### src/rtl/regfile_write_arbiter.sv
// regfile_write_arbiter: sweeps every register to INIT_VALUE after reset, then
// round-robin arbitrates NUM_REQ valid/ready requesters onto the single write port.
module regfile_write_arbiter #(
  parameter int NUM_REQ = 3,
  parameter int DATA_WIDTH = 32,
  parameter int ADDR_WIDTH = 5,
  parameter logic [DATA_WIDTH-1:0] INIT_VALUE = '0
) (
  input  logic                             clock,
  input  logic                             resetN,
  input  logic [NUM_REQ-1:0]               reqValid,
  input  logic [NUM_REQ*ADDR_WIDTH-1:0]    reqAddress,
  input  logic [NUM_REQ*DATA_WIDTH-1:0]    reqData,
  output logic [NUM_REQ-1:0]               reqReady,
  output logic                             writeRegister,
  output logic [ADDR_WIDTH-1:0]            writeAddress,
  output logic [DATA_WIDTH-1:0]            writeData,
  output logic [1:0]                       grantIndex,
  output logic                             initDone
);
  typedef enum logic {INIT, RUN} state_t;
  state_t state, state_next;
  logic [ADDR_WIDTH-1:0] counter;
  logic [1:0] ptr;
  logic found;
  int win;
  // first valid requester at or above the pointer, wrapping modulo NUM_REQ
  always_comb begin
    found = 1'b0;
    win = 0;
    for (int k = 0; k < NUM_REQ; k++) begin
      if (!found && reqValid[(int'(ptr) + k) % NUM_REQ]) begin
        found = 1'b1;
        win = (int'(ptr) + k) % NUM_REQ;
      end
    end
    state_next = (state == INIT && &counter) ? RUN : state;
  end
  assign reqReady = (state == RUN && found) ? NUM_REQ'(1) << win : '0;
  always_ff @(posedge clock or negedge resetN) begin
    if (!resetN) begin
      state <= INIT;
      counter <= '0;
      ptr <= '0;
      writeRegister <= 1'b0;
      writeAddress <= '0;
      writeData <= '0;
      grantIndex <= '0;
      initDone <= 1'b0;
    end else begin
      state <= state_next;
      if (state == INIT) begin
        writeRegister <= 1'b1;
        writeAddress <= counter;
        writeData <= INIT_VALUE;
        grantIndex <= '0;
        counter <= counter + 1'b1;
        if (&counter) initDone <= 1'b1;
      end else if (found) begin
        writeRegister <= 1'b1;
        writeAddress <= reqAddress[win*ADDR_WIDTH +: ADDR_WIDTH];
        writeData <= reqData[win*DATA_WIDTH +: DATA_WIDTH];
        grantIndex <= 2'(win);
        ptr <= 2'((win + 1) % NUM_REQ);
      end else begin
        writeRegister <= 1'b0;
      end
    end
  end
endmodule

### config.mk
export PLATFORM = sky130hd
export DESIGN_NAME = regfile_write_arbiter
export DESIGN_NICKNAME = d
export VERILOG_FILES = /design/src/rtl/regfile_write_arbiter.sv
export SDC_FILE = /design/constraint.sdc
export NUM_CORES = 1
export LEC_CHECK = 0
export CAP_MARGIN = 20
export CORE_ASPECT_RATIO = 1.2
export CORE_MARGIN = 5
export CORE_UTILIZATION = 45
export CTS_BUF_LIST = sky130_fd_sc_hd__clkbuf_2 sky130_fd_sc_hd__clkbuf_4 sky130_fd_sc_hd__clkbuf_8
export DETAILED_ROUTE_END_ITERATION = 16
export PLACE_DENSITY = 0.81
export SYNTH_ARGS = -nofsm -noshare
export SYNTH_HDL_FRONTEND = slang
export SYNTH_SLANG_ARGS = --single-unit
### constraint.sdc
create_clock -name clock -period 6.71 [get_ports clock]
set_clock_uncertainty 0.15 [all_clocks]
set_input_delay 0.671 -clock clock [delete_from_list [all_inputs] [get_ports clock]]
set_output_delay 0.671 -clock clock [all_outputs]
set_load 0.01 [all_outputs]
==> out/qor.txt, run 1 <==
flop2flop setup slack = 0.38 ns
crit path launch = ptr[1]$_DFFE_PN0P_
cell chain of the critical path = inv_1 -> ha_1 -> mux2i_1 -> mux2_4 -> mux2_4 -> inv_1 -> ha_1 -> nor2_1 -> a31oi_1 -> or2_1 -> or2_1 -> and2_1 -> ha_1 -> nor4_1 -> nor2_1 -> ha_1 -> a2111o_1 -> xnor2_1 -> ha_1 -> or2_2 -> a2111oi_0 -> o31ai_2 -> a22oi_1 -> o31ai_1
# setup viols final = 0
routed via count = 4281
GRT Util Overall = 24.5%
syn_area_per_cell = 8.46 um2
fill cell count = 733
sequential share of the synthesized area = 30.5%
total CTS buffers = 5
share of post-route cells with drive strength above 1 = 7.56%
die width = 96.3 um
sequential share of power = 15.4%
Unique masters post-synth = 71
Placer Congestion = 0.858
Final Util = 67.2%
Tcrit/Tclk final = 94.3%
Int Power = 1.75 mW
clk slew on worst S/H paths = 0.10 ns
die span in y = 114 um
critical path class = reg2reg
CP bufs+invs = 2
Required @ worst endpoint = 6.75 ns
largest net degree at the start of global routing = 57
cell depth of the worst flop-to-flop path = 24
port bufs = 159
H-tree depth = 2
first drt pass iteration count = 7
max_cap viols = 0
slew margin rel. = 57.0%
CP most frequent cell = ha_1
Setup crit end kind = flop
Slowest Stage Delay on Critical Path = 0.47 ns
commonest non-fill, non-tap cell in the layout = clkdlybuf4s50_1
Clock Sinks = 49
initial antenna violation count = 0
cells after synthesis = 475
Crit path max-delay family = simple AND/OR/NAND/NOR gates
# DRC = 0
total grt overflow = 0
first-pass GRT wire length = 21300 um
CTS tree = done
Period minus WS final = 6.33 ns
PD cells = 574 nW/um2
vias per cell = 5.79
overall routed net length = 13300 um
die area = 10900 um2
wire per inst = 18.0 um
Min-Delay Path Class = in2async
clock latency on the worst-skew pair = 0.30 ns
Post-synth EDFFs = 0
Worst Path Max Fanout = 10
dpl hpwl = 10500 um
asr flop ratio synth = 100%
Leak Pwr = 2.43 nW
Max VDD drop = 0.000464 V
Hold Vio Cnt, Final = 0
post-synth top area share = 30.5%
Clk pwr share = 5.7%
switching pwr = 1.59 mW
status = completed
Reg2Reg Launch Point = ptr[1]$_DFFE_PN0P_
slowest CP cell = a2111oi_0
row count = 37
Starting Density = 46.4%
fmax = 158 MHz
Worst setup SP type = flop
Post-Syn Area = 4020 um2
Diodes inserted = 0
Synthesized Nets = 614
root buffer cell = clkbuf_8
Main synth FF type = dfrtp_1
vias in the first global route = 4279
combinational share of power = 78.9%
area grow syn2layout = 44.8%
commonest non-fill, non-tap cells in the layout = clkdlybuf4s50_1 (158), nor2_1 (57), nand2_1 (57)
Starting DRT DRC Count = 255
worst-margin pin slew = 0.646 ns
nets = 760
RSZ-0062 raised after global routing = no
clock buffer depth = 2
Synth area leaders = dfrtp_1 (31%), ha_1 (6.9%), o31ai_1 (6.4%)
Net Sw Frac = 47.7%
post-synthesis register bit count = 49
Yosys warnings = 0
Reg2Reg Capture Point = ptr[1]$_DFFE_PN0P_
Core Box Area = 8660 um2
Slew Viols, Final = 0
CP Data Arrival Time = 6.37 ns
setup_tns = 0 ns
Synth area leader = dfrtp_1
IO Pins = 160
Detail Route Antenna Nets = 0
setup bufs post-CTS = 0
power groups by stage:
stage               combinational [mW]  sequential (mW)  clock [mW]
global placement                  2.49            0.519           0
finish                            2.64            0.516       0.189
floorplan                         1.75            0.577           0
detailed placement                2.56            0.523           0
global route                      2.92            0.535       0.202
CTS                               2.58            0.518       0.192
Yosys cell counts, types with 7 or more instances:
master,count
clkbuf_1,22
a21oi_1,7
dfrtp_1,49
inv_1,19
nor2_1,58
mux2_2,8
o31ai_1,34
o22ai_1,34
mux2i_1,21
nand2_1,57
ha_1,22
o21ai_0,8
nor3_1,7
xnor2_1,8
nand3_1,8
per-stage QoR:
stage | total power [mW] | setup WS, ns | cell area, um2 | cells | hold slack [ns]
3_5_place_dp | 3.09 | 0.190 | 5690 | 730 | 0.309
3_3_place_gp | 3.01 | 0.414 | 5690 | 730 | 0.311
5_1_grt | 3.65 | 0.00161 | 5820 | 739 | 0.345
6_report | 3.34 | 0.379 | 5820 | 739 | 0.308
2_1_floorplan | 2.33 | 0.801 | 4020 | 475 | 0.225
4_1_cts | 3.29 | 0.461 | 5790 | 738 | 0.332
layout make-up:
cell class / instances / area (um2) / share of cell area [%]
clock inverters: 2 / 13.8 / 0.237
clock buffers: 6 / 82.6 / 1.42
repair buffers: 169 / 1680 / 28.9
inverters: 21 / 78.8 / 1.35
multi-input cells: 375 / 2590 / 44.5
well taps: 117 / 146 / 2.52
flip-flops and latches: 49 / 1230 / 21.1
sequential cells by signal, indices dropped and copies added (netlist names):
name and cells:
counter 5, writeData 32, state 1, writeAddress 5
initDone 1, writeRegister 1, grantIndex 2, ptr 2
worst register-to-register path: stages (launching register included):
cell	delay, ns
dfrtp_1	0.39
inv_1	0.12
ha_1	0.39
mux2i_1	0.33
mux2_4	0.26
mux2_4	0.33
inv_1	0.08
ha_1	0.28
nor2_1	0.16
a31oi_1	0.12
or2_1	0.30
or2_1	0.26
and2_1	0.17
ha_1	0.28
nor4_1	0.36
nor2_1	0.12
ha_1	0.24
a2111o_1	0.34
xnor2_1	0.14
ha_1	0.22
or2_2	0.27
a2111oi_0	0.48
o31ai_2	0.15
a22oi_1	0.17
o31ai_1	0.09
timing repair:
item,4_1_cts,5_1_grt
endpoints found under the setup margin,0,2
hold buffers,0,0
resized for setup,0,1
hold endpoints to repair,0,0
per-layer routing:
metal | track usage [%] | vias up | share of wire [%]
met2 | 44.1 | 168 | 54
met4 | 6.07 | 0 | 2.4
met3 | 5.80 | 26 | 6.7
li1 | - | 2047 | -
met1 | 28.7 | 2040 | 37
met5 | 0 | - | 0
cells by family after synthesis:
logic type	count (synthesis)	synth area share (%)
XOR/XNOR	10	2.37
multiplexers	36	10.8
AO/OA/AOI/OAI	132	23.2
AND/OR/NAND/NOR	173	20.3
flip-flops	49	30.5
buffers and inverters	51	5.17
adder cells (fa/ha/maj)	24	7.60
worst max-delay path by stage:
stage,cells after the start,slack [ns],to
finish,24,0.38,ptr[1]$_DFFE_PN0P_
global placement,23,0.41,ptr[1]$_DFFE_PN0P_
floorplan,26,0.80,ptr[1]$_DFFE_PN0P_
CTS,23,0.46,ptr[1]$_DFFE_PN0P_
detailed placement,23,0.19,ptr[1]$_DFFE_PN0P_
global route,23,0.002,ptr[1]$_DFFE_PN0P_
No activity file was read; power rests on OpenSTA's default activity.
==> run 2: changes to the inputs <==
- REMOVE_ABC_BUFFERS: default -> 1
==> run 2 against run 1 <==
Critical path depth did not move. Utilization rose by 0.38 points. Wire length rose by 3.8%. Global-route usage fell by 0.51 points. Die area did not move. Sequential cell count did not move. Final cell count fell by 0.27%. Via count fell by 0.75%. Worst setup slack improved by 0.082 ns. Sequential share of layout area fell by 0.096 points. Final area rose by 0.56%. Sequential power rose by 4.7%.
==> out/qor.txt, run 2 (same netlist as run 1, synthesis figures left out) <==
Leak Pwr = 2.42 nW (was 2.43 nW)
status = completed (unchanged)
Worst Path Max Fanout = 8 (was 10)
dpl hpwl = 10700 um (was 10500 um)
die width = 96.3 um (unchanged)
Tcrit/Tclk final = 93.1% (was 94.3%)
Max VDD drop = 0.000474 V (was 0.000464 V)
row count = 37 (unchanged)
nets = 758 (was 760)
Clock Sinks = 49 (unchanged)
Core Box Area = 8660 um2 (unchanged)
number of flip-flops in the largest register = 32 (unchanged)
Setup crit end kind = flop (unchanged)
setup_tns = 0 ns (unchanged)
initial antenna violation count = 0 (unchanged)
sequential cell area = 1230 um2 (about the same)
CP Data Arrival Time = 6.27 ns (was 6.37 ns)
clock latency on the worst-skew pair = 0.29 ns (was 0.30 ns)
slew margin rel. = 55.8% (was 57.0%)
wire per inst = 18.7 um (was 18.0 um)
worst-margin pin slew = 0.663 ns (was 0.646 ns)
PD cells = 579 nW/um2 (was 574 nW/um2)
placed insts = 727 (was 730)
Min-Delay Path Class = in2async (unchanged)
max_cap viols = 0 (unchanged)
routed via count = 4249 (was 4281)
Starting Density = 46.4% (unchanged)
# DRC = 0 (unchanged)
fill cell count = 720 (was 733)
post-route insts no fill = 737 (was 739)
Largest Register = writeData (unchanged)
die span in y = 114 um (unchanged)
commonest non-fill, non-tap cells in the layout = clkdlybuf4s50_1 (158), nor2_1 (57), nand2_1 (57) (unchanged)
first-pass GRT wire length = 20800 um (was 21300 um)
Final Util = 67.6% (was 67.2%)
Required @ worst endpoint = 6.73 ns (was 6.75 ns)
clock buffer depth = 2 (unchanged)
flop2flop setup slack = 0.48 ns (was 0.38 ns)
share of post-route cells with drive strength above 1 = 8.23% (was 7.56%)
GRT Util Overall = 24.0% (was 24.5%)
fmax = 160 MHz (was 158 MHz)
area of the multi-input gates = 2620 um2 (was 2590 um2)
CP most frequent cell = ha_1 (unchanged)
cell depth of the worst flop-to-flop path = 23 (was 24)
Diodes inserted = 0 (unchanged)
Hold Vio Cnt, Final = 0 (unchanged)
H-tree depth = 2 (unchanged)
Slowest Stage Delay on Critical Path = 0.60 ns (was 0.47 ns)
RSZ-0062 raised after global routing = no (unchanged)
total grt overflow = 0 (unchanged)
clk slew on worst S/H paths = 0.10 ns (about the same)
commonest non-fill, non-tap cell in the layout = clkdlybuf4s50_1 (unchanged)
Reg2Reg Capture Point = ptr[1]$_DFFE_PN0P_ (unchanged)
slowest CP cell = clkdlybuf4s50_1 (was a2111oi_0)
cell chain of the critical path = clkdlybuf4s50_1 -> mux2i_1 -> mux2_4 -> mux2_4 -> inv_1 -> ha_1 -> inv_1 -> nand3_1 -> and4_1 -> or2_1 -> or2_1 -> and2_1 -> ha_1 -> nor4_2 -> nor2_1 -> ha_1 -> a2111o_1 -> xnor2_1 -> ha_1 -> or3_1 -> nor4_1 -> o31ai_2 -> a22oi_1 -> o31ai_1 (was inv_1 -> ha_1 -> mux2i_1 -> mux2_4 -> mux2_4 -> inv_1 -> ha_1 -> nor2_1 -> a31oi_1 -> or2_1 -> or2_1 -> and2_1 -> ha_1 -> nor4_1 -> nor2_1 -> ha_1 -> a2111o_1 -> xnor2_1 -> ha_1 -> or2_2 -> a2111oi_0 -> o31ai_2 -> a22oi_1 -> o31ai_1)
hold_ws = 0.0617 ns (was 0.308 ns)
critical path class = in2reg (was reg2reg)
Reg2Reg Launch Point = ptr[0]$_DFFE_PN0P_ (was ptr[1]$_DFFE_PN0P_)
port bufs = 159 (unchanged)
total CTS buffers = 5 (unchanged)
Worst setup SP type = input pin (was flop)
first drt pass iteration count = 4 (was 7)
root buffer cell = clkbuf_8 (unchanged)
Top Registers = writeData (32), counter (5), writeAddress (5) (unchanged)
final worst setup slack = 0.461 ns (was 0.379 ns)
Period minus WS final = 6.25 ns (was 6.33 ns)
# setup viols final = 0 (unchanged)
Detail Route Antenna Nets = 0 (unchanged)
Slew Viols, Final = 0 (unchanged)
vias per cell = 5.77 (was 5.79)
die area = 10900 um2 (unchanged)
largest net degree at the start of global routing = 57 (unchanged)
overall routed net length = 13800 um (was 13300 um)
IO Pins = 160 (unchanged)
vias in the first global route = 4143 (was 4279)
CTS tree = done (unchanged)
Starting DRT DRC Count = 249 (was 255)
area grow syn2layout = 45.6% (was 44.8%)
Place WS = 0.149 ns (was 0.190 ns)
Placer Congestion = 0.879 (was 0.858)
[run 2: how the worst max path moves through the flow]
| stage | end | start | slack, ns | depth (start not counted) |
|---|---|---|---|---|
| 5_1_grt | ptr[1]$_DFFE_PN0P_ | ptr[0]$_DFFE_PN0P_ | 0.01 | 24 |
| 3_5_place_dp | ptr[1]$_DFFE_PN0P_ | reqValid[0] | 0.15 | 24 |
| 2_1_floorplan | ptr[1]$_DFFE_PN0P_ | ptr[1]$_DFFE_PN0P_ | 0.40 | 24 |
| 3_3_place_gp | ptr[1]$_DFFE_PN0P_ | reqValid[0] | 0.42 | 23 |
| 4_1_cts | ptr[1]$_DFFE_PN0P_ | ptr[1]$_DFFE_PN0P_ | 0.27 | 24 |
| 6_report | ptr[1]$_DFFE_PN0P_ | reqValid[1] | 0.46 | 24 |
[run 2: metal layers]
| layer | wire length, um | share of wire (%) | track usage [%] | vias to the layer above |
|---|---|---|---|---|
| li1 | - | - | - | 2042 |
| met1 | 5750 | 42 | 30.3 | 1999 |
| met2 | 6560 | 48 | 40.8 | 178 |
| met3 | 1070 | 7.8 | 4.68 | 30 |
| met4 | 397 | 2.9 | 7.40 | 0 |
| met5 | 0 | 0 | 0 | - |
[run 2: per-stage QoR]
step	cell area [um2]	total power [mW]
global route	5850	3.68
floorplan	3890	2.25
global placement	5670	3.00
finish	5850	3.39
detailed placement	5670	3.08
CTS	5770	3.29
[run 2: layout make-up]
class	instances	share of cell area, %
clock buffer	6	1.41
clock inverter	2	0.235
inverter	21	1.35
multi-input combinational	375	44.8
sequential	49	21.0
tap	117	2.50
timing repair buffer	167	28.7
[run 2: repair_timing]
| action | in CTS | in global routing |
|---|---|---|
| hold buffers | 0 | 0 |
| endpoints found under the setup margin | 0 | 2 |
| endpoints found under the hold margin | 0 | 0 |
| resized for setup | 0 | 9 |
| buffers inserted | 0 | 0 |
[run 2: power breakdown]
part	switching [mW]	internal [mW]	total, mW
Clock	0.0983	0.0837	0.182
Combinational	1.43	1.23	2.66
Sequential	0.0900	0.450	0.540
[run 2: worst max-delay path, delay by kind of cell]
kind	cells	cell delay [ns]
adder cells (fa/ha/maj)	4	1.01
XOR/XNOR	1	0.15
AO/OA/AOI/OAI	4	0.79
multiplexers	3	0.74
AND/OR/NAND/NOR	9	2.14
buffers and inverters	3	0.76
